File: config.mk
export PLATFORM = sky130hd
export DESIGN_NAME = sc_fifo_uart_tx
export DESIGN_NICKNAME = d
export VERILOG_FILES = /design/src/rtl/sc_fifo_uart_tx_pkg.sv /design/src/rtl/sc_fifo_uart_tx_baud_tick.sv /design/src/rtl/sc_fifo_uart_tx.sv
export SDC_FILE = /design/constraint.sdc
export NUM_CORES = 1
export LEC_CHECK = 0
export ABC_AREA = 1
export CORE_ASPECT_RATIO = 0.5
export CORE_MARGIN = 5
export CORE_UTILIZATION = 23
export DETAILED_ROUTE_END_ITERATION = 7
export PLACE_DENSITY_LB_ADDON = 0.1
export SLEW_MARGIN = 5
export SYNTH_ARGS = -nofsm -noshare
export SYNTH_HDL_FRONTEND = slang
export SYNTH_HIERARCHICAL = 1
export SYNTH_SLANG_ARGS = --single-unit
File: constraint.sdc
create_clock -name clk -period 4 [get_ports clk]
set_input_delay 1.2 -clock clk [delete_from_list [all_inputs] [get_ports clk]]
set_output_delay 1.2 -clock clk [all_outputs]
set_load 0.05 [all_outputs]
File: src/rtl/sc_fifo_uart_tx_pkg.sv
// sc_fifo_uart_tx_pkg: shared state encoding and parity selectors for the FIFO-fed UART transmitter
package sc_fifo_uart_tx_pkg;
  typedef enum logic [2:0] {ST_IDLE, ST_START, ST_DATA, ST_PARITY, ST_STOP} state_e;
  localparam int PARITY_NONE = 0;
  localparam int PARITY_ODD  = 1;
  localparam int PARITY_EVEN = 2;
endpackage

File: src/rtl/sc_fifo_uart_tx_baud_tick.sv
// uart_baud_tick: bit-period counter with synchronous clear and a one-clock terminal-count pulse
module uart_baud_tick #(
  parameter int BAUD_DIV = 434
) (
  input  logic clk,
  input  logic reset_n,
  input  logic clr,
  output logic tick
);
  localparam int W = $clog2(BAUD_DIV);
  logic [W-1:0] cnt_q, cnt_d;
  always_comb begin
    tick  = cnt_q == W'(BAUD_DIV - 1);
    cnt_d = (clr || tick) ? '0 : cnt_q + 1'b1;
  end
  always_ff @(posedge clk or negedge reset_n)
    if (!reset_n) cnt_q <= '0;
    else cnt_q <= cnt_d;
endmodule

File: src/rtl/sc_fifo_uart_tx.sv
// sc_fifo_uart_tx: pops bytes from a show-ahead FIFO and sends each as an async UART frame on txd
module sc_fifo_uart_tx
  import sc_fifo_uart_tx_pkg::*;
#(
  parameter int BAUD_DIV  = 434,
  parameter int PARITY    = PARITY_NONE,
  parameter int STOP_BITS = 1
) (
  input  logic       clk,
  input  logic       reset_n,
  input  logic       init,
  input  logic       fifo_empty,
  input  logic [7:0] fifo_q,
  output logic       fifo_rdack,
  input  logic       cts,
  output logic       txd,
  output logic       busy
);
  state_e     state_q, state_d;
  logic [7:0] shift_q, shift_d;
  logic [2:0] bit_q, bit_d;
  logic       stop_q, stop_d, par_q, par_d, txd_q, txd_d, tick;
  uart_baud_tick #(.BAUD_DIV(BAUD_DIV)) u_baud (
    .clk(clk), .reset_n(reset_n), .clr(init || state_q == ST_IDLE), .tick(tick)
  );
  assign fifo_rdack = reset_n && !init && state_q == ST_IDLE && !fifo_empty && cts;
  assign txd  = txd_q;
  assign busy = state_q != ST_IDLE;
  // txd_d always reflects the level of the bit being entered so txd stays a clean flop output
  always_comb begin
    state_d = state_q;
    shift_d = shift_q;
    bit_d   = bit_q;
    stop_d  = stop_q;
    par_d   = par_q;
    txd_d   = txd_q;
    if (init) begin
      state_d = ST_IDLE;
      bit_d   = '0;
      stop_d  = 1'b0;
      txd_d   = 1'b1;
    end else case (state_q)
      ST_IDLE: if (fifo_rdack) begin
        shift_d = fifo_q;
        par_d   = ^fifo_q ^ (PARITY == PARITY_ODD);
        state_d = ST_START;
        txd_d   = 1'b0;
      end
      ST_START: if (tick) begin
        state_d = ST_DATA;
        bit_d   = '0;
        txd_d   = shift_q[0];
      end
      ST_DATA: if (tick) begin
        if (bit_q == 3'd7) begin
          state_d = PARITY != PARITY_NONE ? ST_PARITY : ST_STOP;
          txd_d   = PARITY != PARITY_NONE ? par_q : 1'b1;
          stop_d  = 1'b0;
        end else begin
          shift_d = shift_q >> 1;
          bit_d   = bit_q + 3'd1;
          txd_d   = shift_q[1];
        end
      end
      ST_PARITY: if (tick) begin
        state_d = ST_STOP;
        stop_d  = 1'b0;
        txd_d   = 1'b1;
      end
      ST_STOP: if (tick) begin
        if (STOP_BITS == 1 || stop_q) begin
          state_d = ST_IDLE;
          txd_d   = 1'b1;
        end else stop_d = 1'b1;
      end
      default: begin
        state_d = ST_IDLE;
        txd_d   = 1'b1;
      end
    endcase
  end
  always_ff @(posedge clk or negedge reset_n)
    if (!reset_n) begin
      state_q <= ST_IDLE;
      shift_q <= '0;
      bit_q   <= '0;
      stop_q  <= 1'b0;
      par_q   <= 1'b0;
      txd_q   <= 1'b1;
    end else begin
      state_q <= state_d;
      shift_q <= shift_d;
      bit_q   <= bit_d;
      stop_q  <= stop_d;
      par_q   <= par_d;
      txd_q   <= txd_d;
    end
endmodule

==> Yosys cells after proc, flatten, opt, wreduce, memory -nomap -nowiden <==
Cells that the tools add are included.
{ "totals": {"register_bits": 24, "latchBits": 0, "ramBits": 0, "rom_bits": 0, "out_inout_bits": 3, "n_memories": 0} }
{ "classes": {"addsub": 2, "n_mul": 0, "div": 0, "n_lt_le_gt_ge": 0, "n_eq_ne": 17, "shift": 0, "n_mux": 24, "n_bitwise": 1, "reduce_logical": 17} }
{ "ops": {"columns": ["operator", "n"], "rows": [
  ["$mux 3", 10],
  ["$mux 8", 3],
  ["$ne 3x3->1 const B", 7],
  ["$pmux 8 s2", 1],
  ["$pmux 3 s5", 1],
  ["$add 9x1->9 const B", 1],
  ["$eq 9x9->1 const B", 1],
  ["$mux 9", 1],
  ["$reduce_and 4->1", 2],
  ["$eq 3x2->1 const B", 2],
  ["$eq 3x3->1 const B", 2],
  ["$mux 1", 6],
  ["$ne 2x2->1 const B", 3],
  ["$pmux 3 s2", 1],
  ["$reduce_and 6->1", 1],
  ["$reduce_bool 3->1", 2],
  ["$reduce_and 5->1", 1],
  ["$logic_and 1x1->1", 4],
  ["$pmux 1 s4", 1],
  ["$add 3x1->3 const B", 1],
  ["$eq 3x1->1 const B", 1],
  ["$logic_not 3->1", 1],
  ["$ne 3x1->1 const B", 1],
  ["$logic_not 1->1", 2],
  ["4 further kinds", 5]
]} }

==> Logic depth before layout (Yosys ltp) <==
{ "logic_depth": {"ltp_word": 8, "ltp_mapped": 12, "mapped_depth_nobuf": 12} }

==> Hierarchy <==
The synthesis kept the hierarchy.
{ "by_module_without_submodules": {"columns": ["module", "instances", "cells_each", "area_each_um2"], "rows": [
  ["sc_fifo_uart_tx", 1, 132, 999.7],
  ["uart_baud_tick", 1, 68, 503.0]
]} }

==> Worst setup path after synthesis <==
OpenSTA, ideal clock, no wires.
{ "synth_timing": {"kind": "input port to output port", "start": "input port init", "end": "output port fifo_rdack", "arrival_time_ns": 2.216, "required_ns": 2.800, "setup_slack_ns": 0.584, "stages": 4, "path_buffers": 1, "path_cell_list": "inv_1 > buf_2 > nand3_1 > nor2_1"} }
{ "synth_between": {"elab_chain_cells": 5} }
{ "synth_rtl": {"columns": ["item", "line", "source"], "rows": [
  ["start: declaration", "sc_fifo_uart_tx.sv:11", "input logic init,"],
  ["$logic_not 1->1", "sc_fifo_uart_tx.sv:26", "assign fifo_rdack = reset_n && !init && state_q == ST_IDLE && !fifo_empty && cts;"],
  ["$logic_and 1x1->1 (4 in a row)", "sc_fifo_uart_tx.sv:26", null],
  ["end: declaration", "sc_fifo_uart_tx.sv:14", "output logic fifo_rdack,"]
]} }
No other way between the ends.

==> Final worst setup path <==
{ "layout_timing": {"start": "input port reset_n", "end": "output port fifo_rdack"} }
{ "layout_between": {"elab_chain_cells": 4} }
{ "layout_rtl": {"columns": ["item", "line", "source"], "rows": [
  ["start: declaration", "sc_fifo_uart_tx.sv:10", "input logic reset_n,"],
  ["$logic_and 1x1->1 (4 in a row)", "sc_fifo_uart_tx.sv:26", null]
]} }
No other way between the ends.

==> results.ini <==
[die]
dieHeight_um = 67.2
design.core.area_sq_um = 6210
floorplan.die_area_sq_um = 8350
start_util = 0.242
count_of_boundary_i_o_pins = 16
floorplan_die_width_um = 124
num_rows = 20

[clock_network]
tritoncts_num_sinks = 24
clkTransAtPathRegs_ns = 0.06
worst_skew_pair.late_latency_ns = 0.26
h-tree-depth = 1
cts_tree = yes
cts_max_path_buffers = 2
cts-resized-gates = 0
post_cts.repair.setup_buffers = 0
numCtsBuffers = 3
holdBufCountCts = 0
clk_root_buffer_cell = sky130_fd_sc_hd__clkbuf_16

[finish]
layout.core_utilization = 0.301
mostFrequentLayoutCell = sky130_fd_sc_hd__nand2_1
final_layout_size_suffix_gt1_frac = 0.119
syn_to_final_growth_pct = 24.4
nNetsFinal = 236
diodes = 0
layout.cells.most_common_list = sky130_fd_sc_hd__nand2_1, sky130_fd_sc_hd__dfrtp_1, sky130_fd_sc_hd__inv_1, sky130_fd_sc_hd__nand3_1, sky130_fd_sc_hd__nor2_1

[setup_path]
cp.required_ns = 2.80
slowest_stage = sky130_fd_sc_hd__clkdlybuf4s50_1
rr_startpoint = u_baud/cnt_q[0]$_DFF_PN0_
reg_to_reg_end = shift_q[2]$_DFFE_PN0P_
critPathArrivalTime_ns = 2.35
worst_path_largest_cell_delay_ns = 0.52
crit_fanout = 5
cell_depth_of_the_worst_flop_to_flop_path = 10
crit_type = in2out
start_kind = input port
worst_setup_path_end_kind = output pin
path_cells = clkdlybuf4s50_1 > nand3_1 > nor2_1 > buf_12
worst-r2r-setup-slack_ns = 2.25
worstSetupStartpoint = reset_n

[placement]
placement.io_buffers = 15
dp_hpwl_um = 2480
gp_routability_congestion = 0.792

[routing]
drt-vias-per-instance = 4.05
wire_per_inst_um = 10.7
detail-route-antenna-nets = 0
post-route-drc-count = 0
routed_wl_um = 3280
vias = 1238
drt-pass1-iter-count = 4
drt-initial-drc-count = 57

[yosys]
postSynthCellCount = 200
syn_area_per_cell_sq_um = 7.51
synth_area_sq_um = 1500
async_reset_ff_frac = 1.00
synth.ff_latch_count = 24
synth-edff-count = 0
synth_flop_cell = sky130_fd_sc_hd__dfrtp_1
synth.net_count = 217
ys_top_cells_by_area = sky130_fd_sc_hd__dfrtp_1, sky130_fd_sc_hd__nand2_1, sky130_fd_sc_hd__nand3_1
netlist.top_cell.by_area = sky130_fd_sc_hd__dfrtp_1
synth.yosys.seq_area_share = 0.400
yosysWarnings = 6
synthDistinctLibCells = 28
synth_top_cell_area_share = 0.383

[power]
leakagePower_nw = 0.896
power_density_nw_per_um2 = 414
final_power_mw = 0.774
maximum_vdd_ir_drop_mv = 0.128

[timing]
final.setup_skew_ns = 0.00553
setup-violations-final = 0
grt_setup_unrepaired = false
hold_viol = 0
final_period_util = 0.888
maxSlewHeadroom = 0.672
worst-slew-pin-transition_ns = 0.490
timing_max_transition_violations_final = 0
final_critical_delay_including_setup_and_external_delays_ns = 3.55
finalSetupTns_ns = 0
fmax_mhz = 282

[flow_run]
count_of_max_cap_constraint_violations = 0

[worst_hold_path]
hold_path_cells = 2
worst_min_path_start = txd$_DFFE_PN1P_
min_delay_worst_endpoint = txd$_DFFE_PN1P_
min_path_type = reg2reg

[global_route]
grt_start_max_net_pins = 25
grt_antenna_before_repair = 0
grt_pass1_vias = 1180
grt_pass1_wl_um = 5600
overflow = 0
grt_usage = 0.0831

[run_status]
status = complete, no violations

final cells by class:
class,instances,area [sq um]
multi-input cells,151,795
clock buffers,3,75.1
flip-flops and latches,24,602
repair buffers,17,175
inverters,22,82.6
fillers,693,4340
clock inverters,1,30.0
well taps,88,110
cell families after synthesis:
family,after synthesis,share of synthesized area
AO/OA/AOI/OAI,8,0.0408
XOR/XNOR,3,0.0175
buffers and inverters,25,0.0708
adder cells (fa/ha/maj),4,0.0333
AND/OR/NAND/NOR,136,0.437
flip-flops,24,0.401
how the worst max path moves through the flow:
stage | end | depth (start not counted) | slack [ns]
finish | fifo_rdack | 4 | 0.45
global route | fifo_rdack | 5 | 0.37
CTS | fifo_rdack | 4 | 0.43
detailed placement | fifo_rdack | 4 | 0.43
global placement | fifo_rdack | 4 | 0.44
floorplan | fifo_rdack | 4 | 0.58
state kept, by name, summed over array words and instances (netlist names):
name / cells
bit_q: 3
shift_q: 8
state_q: 3
u_baud/cnt_q: 9
txd: 1
synthesized netlist by cell type, drive strengths merged (2+ instances only):
master,instances
ha,4
nand2,78
nor2,25
buf,3
nand3,24
nand4,7
inv,22
a21oi,3
xnor2,2
nor3,2
o21ai,4
dfrtp,23
worst max-delay path: cells and delay by family:
kind / cells / cell delay, ns
buffers and inverters: 2 / 0.69
and+or+nand+nor: 2 / 0.47
per-stage QoR:
step,hold slack [ns],cells,instance area (sq um),setup WS (ns)
2_1_floorplan,0.442,200,1500,0.584
3_3_place_gp,0.455,302,1760,0.441
3_5_place_dp,0.459,302,1760,0.434
4_1_cts,0.472,306,1870,0.433
5_1_grt,0.488,306,1870,0.374
6_report,0.469,306,1870,0.448
report_power, final:
part / switching (mW) / internal, mW / total [mW]
Sequential: 0.0303 / 0.289 / 0.320
Clock: 0.0910 / 0.199 / 0.290
Combinational: 0.101 / 0.0632 / 0.164
per-layer routing:
| layer | up-vias | GRT usage | wire, um |
|---|---|---|---|
| li1 | 671 | - | - |
| met1 | 552 | 0.112 | 1720 |
| met2 | 13 | 0.130 | 1430 |
| met3 | 2 | 0.0245 | 94 |
| met4 | 0 | 0.0246 | 32 |
| met5 | - | 0 | 0 |
No activity file was read; power rests on OpenSTA's default activity.
